[src/rtl/aes_inv_req_arb_if.sv]
// Requester, pipe and response signals of the inverse-cipher request arbiter.
// The arbiter connects through the slave modport and the environment through master.
interface aes_inv_req_arb_if;
    logic [3:0]        req_valid;
    logic [3:0][127:0] req_data;
    logic [3:0]        req_ready;

    logic              pipe_data_in_valid;
    logic [127:0]      pipe_data_in;
    logic [127:0]      pipe_key;
    logic              pipe_data_out_valid;
    logic [127:0]      pipe_data_out;

    logic              rsp_valid;
    logic [1:0]        rsp_id;
    logic [127:0]      rsp_data;

    modport slave (
        input  req_valid, req_data, pipe_data_out_valid, pipe_data_out,
        output req_ready, pipe_data_in_valid, pipe_data_in, pipe_key,
               rsp_valid, rsp_id, rsp_data
    );

    modport master (
        output req_valid, req_data, pipe_data_out_valid, pipe_data_out,
        input  req_ready, pipe_data_in_valid, pipe_data_in, pipe_key,
               rsp_valid, rsp_id, rsp_data
    );
endinterface

[src/rtl/aes_inv_req_arb.sv]
// Four-way round-robin arbiter feeding a shared inverse-cipher pipe; the key is only
// switched once the pipe is empty, and results are tagged back to their requester.
module aes_inv_req_arb #(
    parameter int unsigned MAX_INFLIGHT = 25,
    parameter int unsigned TAG_DEPTH    = 32
) (
    input  logic                    clk,
    input  logic                    rst,
    input  logic                    cfg_we,
    input  logic [1:0]              cfg_id,
    input  logic [127:0]            cfg_key,
    aes_inv_req_arb_if.slave        bus,
    output logic [4:0]              inflight,
    output logic                    err_underflow
);
    localparam int unsigned PtrW = (TAG_DEPTH > 1) ? $clog2(TAG_DEPTH) : 1;
    localparam int unsigned CntW = $clog2(TAG_DEPTH + 1);

    typedef enum logic [1:0] {StIdle, StIssue, StDrain, StSwitch} state_e;

    state_e          state_q;
    logic [1:0]      rr_ptr_q;
    logic [1:0]      owner_q;
    logic [1:0]      sw_tgt_q;
    logic            key_dirty_q;
    logic [127:0]    active_key_q;
    logic [127:0]    slot_q [4];

    logic [1:0]      tag_mem [TAG_DEPTH];
    logic [PtrW-1:0] wr_ptr_q;
    logic [PtrW-1:0] rd_ptr_q;
    logic [CntW-1:0] tag_cnt_q;

    logic [1:0]      cand;
    logic            any_valid;
    logic            need_switch;
    logic            can_issue;
    logic            accept;
    logic            pop;
    logic            tag_empty;

    function automatic logic [PtrW-1:0] ptr_inc(input logic [PtrW-1:0] p);
        return (32'(p) == TAG_DEPTH - 1) ? '0 : p + PtrW'(1);
    endfunction

    // First valid requester at or after rr_ptr, wrapping modulo 4.
    always_comb begin
        logic [1:0] idx;
        logic       found;
        cand  = rr_ptr_q;
        found = 1'b0;
        idx   = '0;
        for (int i = 0; i < 4; i++) begin
            idx = rr_ptr_q + 2'(i);
            if (!found && bus.req_valid[idx]) begin
                cand  = idx;
                found = 1'b1;
            end
        end
    end

    assign any_valid   = |bus.req_valid;
    assign need_switch = (cand != owner_q) || key_dirty_q;
    assign tag_empty   = (tag_cnt_q == '0);
    assign can_issue   = (state_q == StIssue) && any_valid && !need_switch &&
                         (32'(inflight) < MAX_INFLIGHT);
    assign accept      = can_issue;
    assign pop         = bus.pipe_data_out_valid && !tag_empty;

    always_comb begin
        bus.req_ready = '0;
        if (can_issue) begin
            bus.req_ready[cand] = 1'b1;
        end
    end

    assign bus.pipe_key = active_key_q;

    always_ff @(posedge clk) begin
        if (accept) begin
            tag_mem[wr_ptr_q] <= cand;
        end
    end

    always_ff @(posedge clk) begin
        if (rst) begin
            state_q                <= StIdle;
            rr_ptr_q               <= '0;
            owner_q                <= '0;
            sw_tgt_q               <= '0;
            key_dirty_q            <= 1'b1;
            active_key_q           <= '0;
            for (int i = 0; i < 4; i++) begin
                slot_q[i] <= '0;
            end
            wr_ptr_q               <= '0;
            rd_ptr_q               <= '0;
            tag_cnt_q              <= '0;
            inflight               <= '0;
            err_underflow          <= 1'b0;
            bus.pipe_data_in_valid <= 1'b0;
            bus.pipe_data_in       <= '0;
            bus.rsp_valid          <= 1'b0;
            bus.rsp_id             <= '0;
            bus.rsp_data           <= '0;
        end else begin
            if (cfg_we) begin
                slot_q[cfg_id] <= cfg_key;
                if (cfg_id == owner_q) begin
                    key_dirty_q <= 1'b1;
                end
            end

            unique case (state_q)
                StIdle: begin
                    if (any_valid) begin
                        sw_tgt_q <= cand;
                        if (!need_switch) begin
                            state_q <= StIssue;
                        end else if (inflight != '0) begin
                            // Blocks still in the pipe: wait them out before touching the key.
                            state_q <= StDrain;
                        end else begin
                            state_q <= StSwitch;
                        end
                    end
                end
                StIssue: begin
                    if (!any_valid) begin
                        state_q <= StIdle;
                    end else if (need_switch) begin
                        state_q <= StDrain;
                    end
                end
                StDrain: begin
                    if (inflight == '0) begin
                        sw_tgt_q <= any_valid ? cand : owner_q;
                        state_q  <= StSwitch;
                    end
                end
                StSwitch: begin
                    // Nonblocking read sees the pre-write slot; a racing write re-dirties it.
                    active_key_q <= slot_q[sw_tgt_q];
                    owner_q      <= sw_tgt_q;
                    key_dirty_q  <= cfg_we && (cfg_id == sw_tgt_q);
                    state_q      <= StIssue;
                end
                default: state_q <= StIdle;
            endcase

            bus.pipe_data_in_valid <= accept;
            if (accept) begin
                bus.pipe_data_in <= bus.req_data[cand];
                rr_ptr_q         <= cand + 2'd1;
                wr_ptr_q         <= ptr_inc(wr_ptr_q);
            end

            if (pop) begin
                rd_ptr_q <= ptr_inc(rd_ptr_q);
            end

            case ({accept, pop})
                2'b10: begin
                    tag_cnt_q <= tag_cnt_q + CntW'(1);
                    inflight  <= inflight + 5'd1;
                end
                2'b01: begin
                    tag_cnt_q <= tag_cnt_q - CntW'(1);
                    inflight  <= inflight - 5'd1;
                end
                default: ;
            endcase

            if (bus.pipe_data_out_valid && tag_empty) begin
                err_underflow <= 1'b1;
            end

            bus.rsp_valid <= pop;
            if (pop) begin
                bus.rsp_id   <= tag_mem[rd_ptr_q];
                bus.rsp_data <= bus.pipe_data_out;
            end
        end
    end
endmodule
[src/flat_wrapper.sv]
// flat-port wrapper written by rule: the top's interface ports become plain ports
module aes_inv_req_arb_flat 
#(
    parameter int unsigned MAX_INFLIGHT = 25,
    parameter int unsigned TAG_DEPTH    = 32
)
  (clk, rst, cfg_we, cfg_id, cfg_key, inflight, err_underflow, bus_req_valid, bus_req_data, bus_pipe_data_out_valid, bus_pipe_data_out, bus_req_ready, bus_pipe_data_in_valid, bus_pipe_data_in, bus_pipe_key, bus_rsp_valid, bus_rsp_id, bus_rsp_data);
  aes_inv_req_arb_if bus_i ();
  input  logic clk;
  input  logic rst;
  input  logic cfg_we;
  input  logic [1:0] cfg_id;
  input  logic [127:0] cfg_key;
  output logic [4:0] inflight;
  output logic err_underflow;
  input wire logic [$bits(bus_i.req_valid)-1:0] bus_req_valid;
  input wire logic [$bits(bus_i.req_data)-1:0] bus_req_data;
  input wire logic [$bits(bus_i.pipe_data_out_valid)-1:0] bus_pipe_data_out_valid;
  input wire logic [$bits(bus_i.pipe_data_out)-1:0] bus_pipe_data_out;
  output wire logic [$bits(bus_i.req_ready)-1:0] bus_req_ready;
  output wire logic [$bits(bus_i.pipe_data_in_valid)-1:0] bus_pipe_data_in_valid;
  output wire logic [$bits(bus_i.pipe_data_in)-1:0] bus_pipe_data_in;
  output wire logic [$bits(bus_i.pipe_key)-1:0] bus_pipe_key;
  output wire logic [$bits(bus_i.rsp_valid)-1:0] bus_rsp_valid;
  output wire logic [$bits(bus_i.rsp_id)-1:0] bus_rsp_id;
  output wire logic [$bits(bus_i.rsp_data)-1:0] bus_rsp_data;
  assign bus_i.req_valid = bus_req_valid;
  assign bus_i.req_data = bus_req_data;
  assign bus_i.pipe_data_out_valid = bus_pipe_data_out_valid;
  assign bus_i.pipe_data_out = bus_pipe_data_out;
  assign bus_req_ready = bus_i.req_ready;
  assign bus_pipe_data_in_valid = bus_i.pipe_data_in_valid;
  assign bus_pipe_data_in = bus_i.pipe_data_in;
  assign bus_pipe_key = bus_i.pipe_key;
  assign bus_rsp_valid = bus_i.rsp_valid;
  assign bus_rsp_id = bus_i.rsp_id;
  assign bus_rsp_data = bus_i.rsp_data;
  aes_inv_req_arb #(.MAX_INFLIGHT(MAX_INFLIGHT), .TAG_DEPTH(TAG_DEPTH)) u_core (.clk(clk), .rst(rst), .cfg_we(cfg_we), .cfg_id(cfg_id), .cfg_key(cfg_key), .bus(bus_i), .inflight(inflight), .err_underflow(err_underflow));
endmodule
[config.mk]
export PLATFORM = sky130hd
export DESIGN_NAME = aes_inv_req_arb_flat
export DESIGN_NICKNAME = d
export VERILOG_FILES = /design/src/rtl/aes_inv_req_arb_if.sv /design/src/rtl/aes_inv_req_arb.sv /design/src/flat_wrapper.sv
export SDC_FILE = /design/constraint.sdc
export NUM_CORES = 2
export LEC_CHECK = 0
export CAP_MARGIN = 20
export CORE_AREA = 2 2 454 456
export DETAILED_ROUTE_END_ITERATION = 12
export DIE_AREA = 0 0 456 458
export PLACE_DENSITY = 0.38
export RECOVER_POWER = 50
export SYNTH_ARGS = -nofsm -noshare
export SYNTH_HDL_FRONTEND = slang
export SYNTH_SLANG_ARGS = --single-unit
[constraint.sdc]
create_clock -name clk -period 22.9 [get_ports clk]
set_input_delay 4.58 -clock clk [delete_from_list [all_inputs] [get_ports clk]]
set_output_delay 4.58 -clock clk [all_outputs]
set_load 0.01 [all_outputs]
==> impl_results.md <==
* Fmax at 65.5 MHz
* Max IR drop VDD at 0.0677 mV
* Die area at ~210000 um2
* H-tree depth at 4
* Leakage at 22.0 nW
* Dpl cell area at 58600 um2
* Crit start category: input port
* Final wirelength at 256000 um
* Hold crit path type: flip-flop to flip-flop
* Main flop type after synthesis: edfxtp_1
* Detail Placement HPWL at 186000 um
* Yosys reg bits at 995
* Post-Synth Adder-Cell Area at 0.00424
* Post-synthesis sequential area ratio at 0.580
* PwrDens at between 70 and 80 nW/um2
* Antenna viol nets, final at 0
* DIE WIDTH at 456 um
* Max-slew violation count at a little under 1k
* Setup tns final at 0 ns
* Most numerous cell in the Yosys netlist: edfxtp_1
* Avg Cell Area, Syn at 11.1 um2
* FF-to-FF path depth at 8
* First DRT Iteration DRCs at 2916
* Max Cap Violations at 18
* First-pass GRT wire length at 341000 um
* Clock slew at reported path FFs at 0.05 ns
* Warnings from Yosys at 0
* Worst-skew pair later-pin latency at 0.78 ns
* Synthesized-area fraction occupied by xor and xnor cells at 0.00257
* Slew @ Worst Pin at 8.30 ns
* Post-CTS sizing at 0
* CP Data Arrival Time at 15.78 ns
* Synth-to-Final Area Change at 42.6%
* Port bufs at 1175
* Vias/cell at 4.75
* Fin. Hold Viols at 0
* CTS tree: done
* Outcome: finished with violations
* CP Max Fanout at 162
* Nets at 5758
* Final Skew at 0.0432 ns
* Headroom to the max-slew limit at -4.53
* WL/cell at 32.7 um
* Unrepaired setup endpoints after global routing: no
* # hold bufs at CTS at 0
* Setup violations, final at 0
* CP Class: input port to flip-flop
* Antenna violations before repair at 173
* Asr flop ratio synth at 0
* IO Count at 1176
* Row count at 166
* Placer Congestion at 0.985
* Mapped Cells at 3972
* Min Tclk post-route at 15.26 ns
* Tot GR Track Use at 0.237
* Simple-gate area share of the yosys netlist at 0.192
* Post-synthesis compound-gate area fraction at 0.112
* Hold Path Cell Cnt at 2
* Distinct cell type count after synthesis at 49
* TritonCTS Sinks at 995
* Mux cell area share after synthesis at 0.0751
* CP Capture Type: flip-flop
* Grt ovf at 0
* Synth cell count leaders: edfxtp_1, nand2_1, and2_1, dfxtp_1, a21oi_1
* Pin count of the biggest net entering global routing at 163
* Core area at 204000 um2
* Post-CTS setup buffer count at 0
* Synth top area share at 0.391
* Number of flops mapped to enable cells by yosys at 576
* Post-Syn Area at 44300 um2
* Final worst slack at between 7 and 8 ns
* Root Buffer: clkbuf_16
* Syn_nets at 4765
* Worst slack, placed at 10.35 ns
* Initial Util at 0.217
* Post-route cell area at roughly 63000 um2
* Failing checks: max-capacitance violations, max-slew violations
* Die Y at ~460 um
* Area leader, netlist: edfxtp_1
* Layout cells sized above 1 at 0.0792
* Vias in the first global route at 36.6k
* CTS Buffer Depth at 3
* Pre-Repair DR Iteration Count at 5
* Largest cells by area after synthesis: edfxtp_1, dfxtp_1, mux4_2, and2_1, a21oi_1
* CTS buffer count at 135
* Residual DRC count at 0
* CP required at 23.42 ns
* Hold_ws at ~0.45 ns
* Total number of vias at 37.1k
* Largest family of logic cells by synthesized area: simple AND/OR/NAND/NOR gates
* Period utilization at 0.666
[metrics by stage]
stage	util	power [mW]	instances
6_report	0.310	4.87	7824
5_1_grt	0.310	5.06	7806
4_1_cts	0.310	4.96	7762
3_5_place_dp	0.288	2.75	7516
3_3_place_gp	0.288	2.75	7516
2_1_floorplan	-	2.36	3972
[logic make-up (layout without fill, tap and decap cells)]
logic type,count (synthesis),count (layout)
AO/OA/AOI/OAI,848,848
XOR/XNOR,13,13
adder cells (fa/ha/maj),15,15
buffers and inverters,390,1492
flip-flops,995,995
multiplexers,152,152
other,0,62
AND/OR/NAND/NOR,1559,1559
[report_power, final]
| part | internal [mW] | leakage [nW] | switching [mW] |
|---|---|---|---|
| clock | 1.28 | 2.19 | 0.899 |
| sequential | 1.99 | 8.95 | 0.0408 |
| combinational | 0.299 | 10.9 | 0.362 |
[worst paths after layout]
| path | end | slack [ns] | from |
|---|---|---|---|
| max | u_core.slot_q[3][70]$_DFFE_PP_ | 7.64 | rst |
| min | u_core.bus.pipe_key[85]$_SDFFE_PP0P_ | 0.45 | u_core.bus.pipe_key[85]$_SDFFE_PP0P_ |
| max reg2reg | u_core.bus.pipe_data_in[21]$_SDFFE_PP0P_ | 16.11 | u_core.rr_ptr_q[1]$_SDFFE_PP0P_ |
| min reg2reg | u_core.bus.pipe_key[85]$_SDFFE_PP0P_ | 0.45 | u_core.bus.pipe_key[85]$_SDFFE_PP0P_ |
[critical path: stages]
cell	delay [ns]
clkbuf_1	1.12
clkbuf_1	5.62
nor2b_1	1.44
clkbuf_1	1.65
buf_4	0.88
and2_1	0.31
[cell type report]
class | count | area (um2)
Multi-Input combinational cell | 2587 | 17200
Clock buffer | 196 | 3790
Clock inverter | 50 | 738
Fill cell | 21100 | 141000
Inverter | 10 | 42.5
Timing Repair Buffer | 1236 | 12200
Antenna cell | 62 | 155
Sequential cell | 995 | 25700
Tap cell | 2688 | 3360
[state kept, by name (all words and copies together) (netlist names), 2 cells and up]
signal,cells
u_core.slot_q,512
u_core.bus.pipe_data_in,128
u_core.bus.pipe_key,128
u_core.bus.rsp_data,128
u_core.tag_mem,64
u_core.tag_cnt_q,6
u_core.inflight,5
u_core.rd_ptr_q,5
u_core.wr_ptr_q,5
u_core.bus.rsp_id,2
u_core.owner_q,2
u_core.rr_ptr_q,2
u_core.state_q,2
u_core.sw_tgt_q,2
[layer usage]
metal | track usage | part of all wire
met5 | 0 | 0.0012
met4 | 0.107 | 0.042
met3 | 0.0604 | 0.062
met2 | 0.396 | 0.49
met1 | 0.286 | 0.40
[cell usage in the layout, fill, tap and decap left out, types with 5 or more instances in the layout]
master,netlist,layout
o21ai_0,148,148
nor2_1,31,31
and3_1,297,297
and2_0,1,175
buf_4,0,47
mux2i_1,7,7
mux4_2,144,144
dlygate4sd3_1,0,282
nor2b_1,15,15
a211oi_1,264,262
clkinv_16,0,5
clkinv_2,0,14
nand3_1,8,7
bufinv_16,0,10
xnor2_1,5,5
clkbuf_16,0,136
clkinv_1,0,8
dfxtp_1,419,417
clkdlybuf4s50_1,0,892
xor2_1,8,8
edfxtp_1,576,576
a21oi_1,411,411
diode_2,0,62
and2_1,513,338
clkbuf_1,346,58
a31oi_1,5,5
nand2_1,526,524
clkbuf_8,0,16
ha_1,15,15
or4_1,132,132
inv_1,9,8
nor3_1,11,11
nor3b_1,6,6
Note: power is estimated with default switching activity, not from simulation.
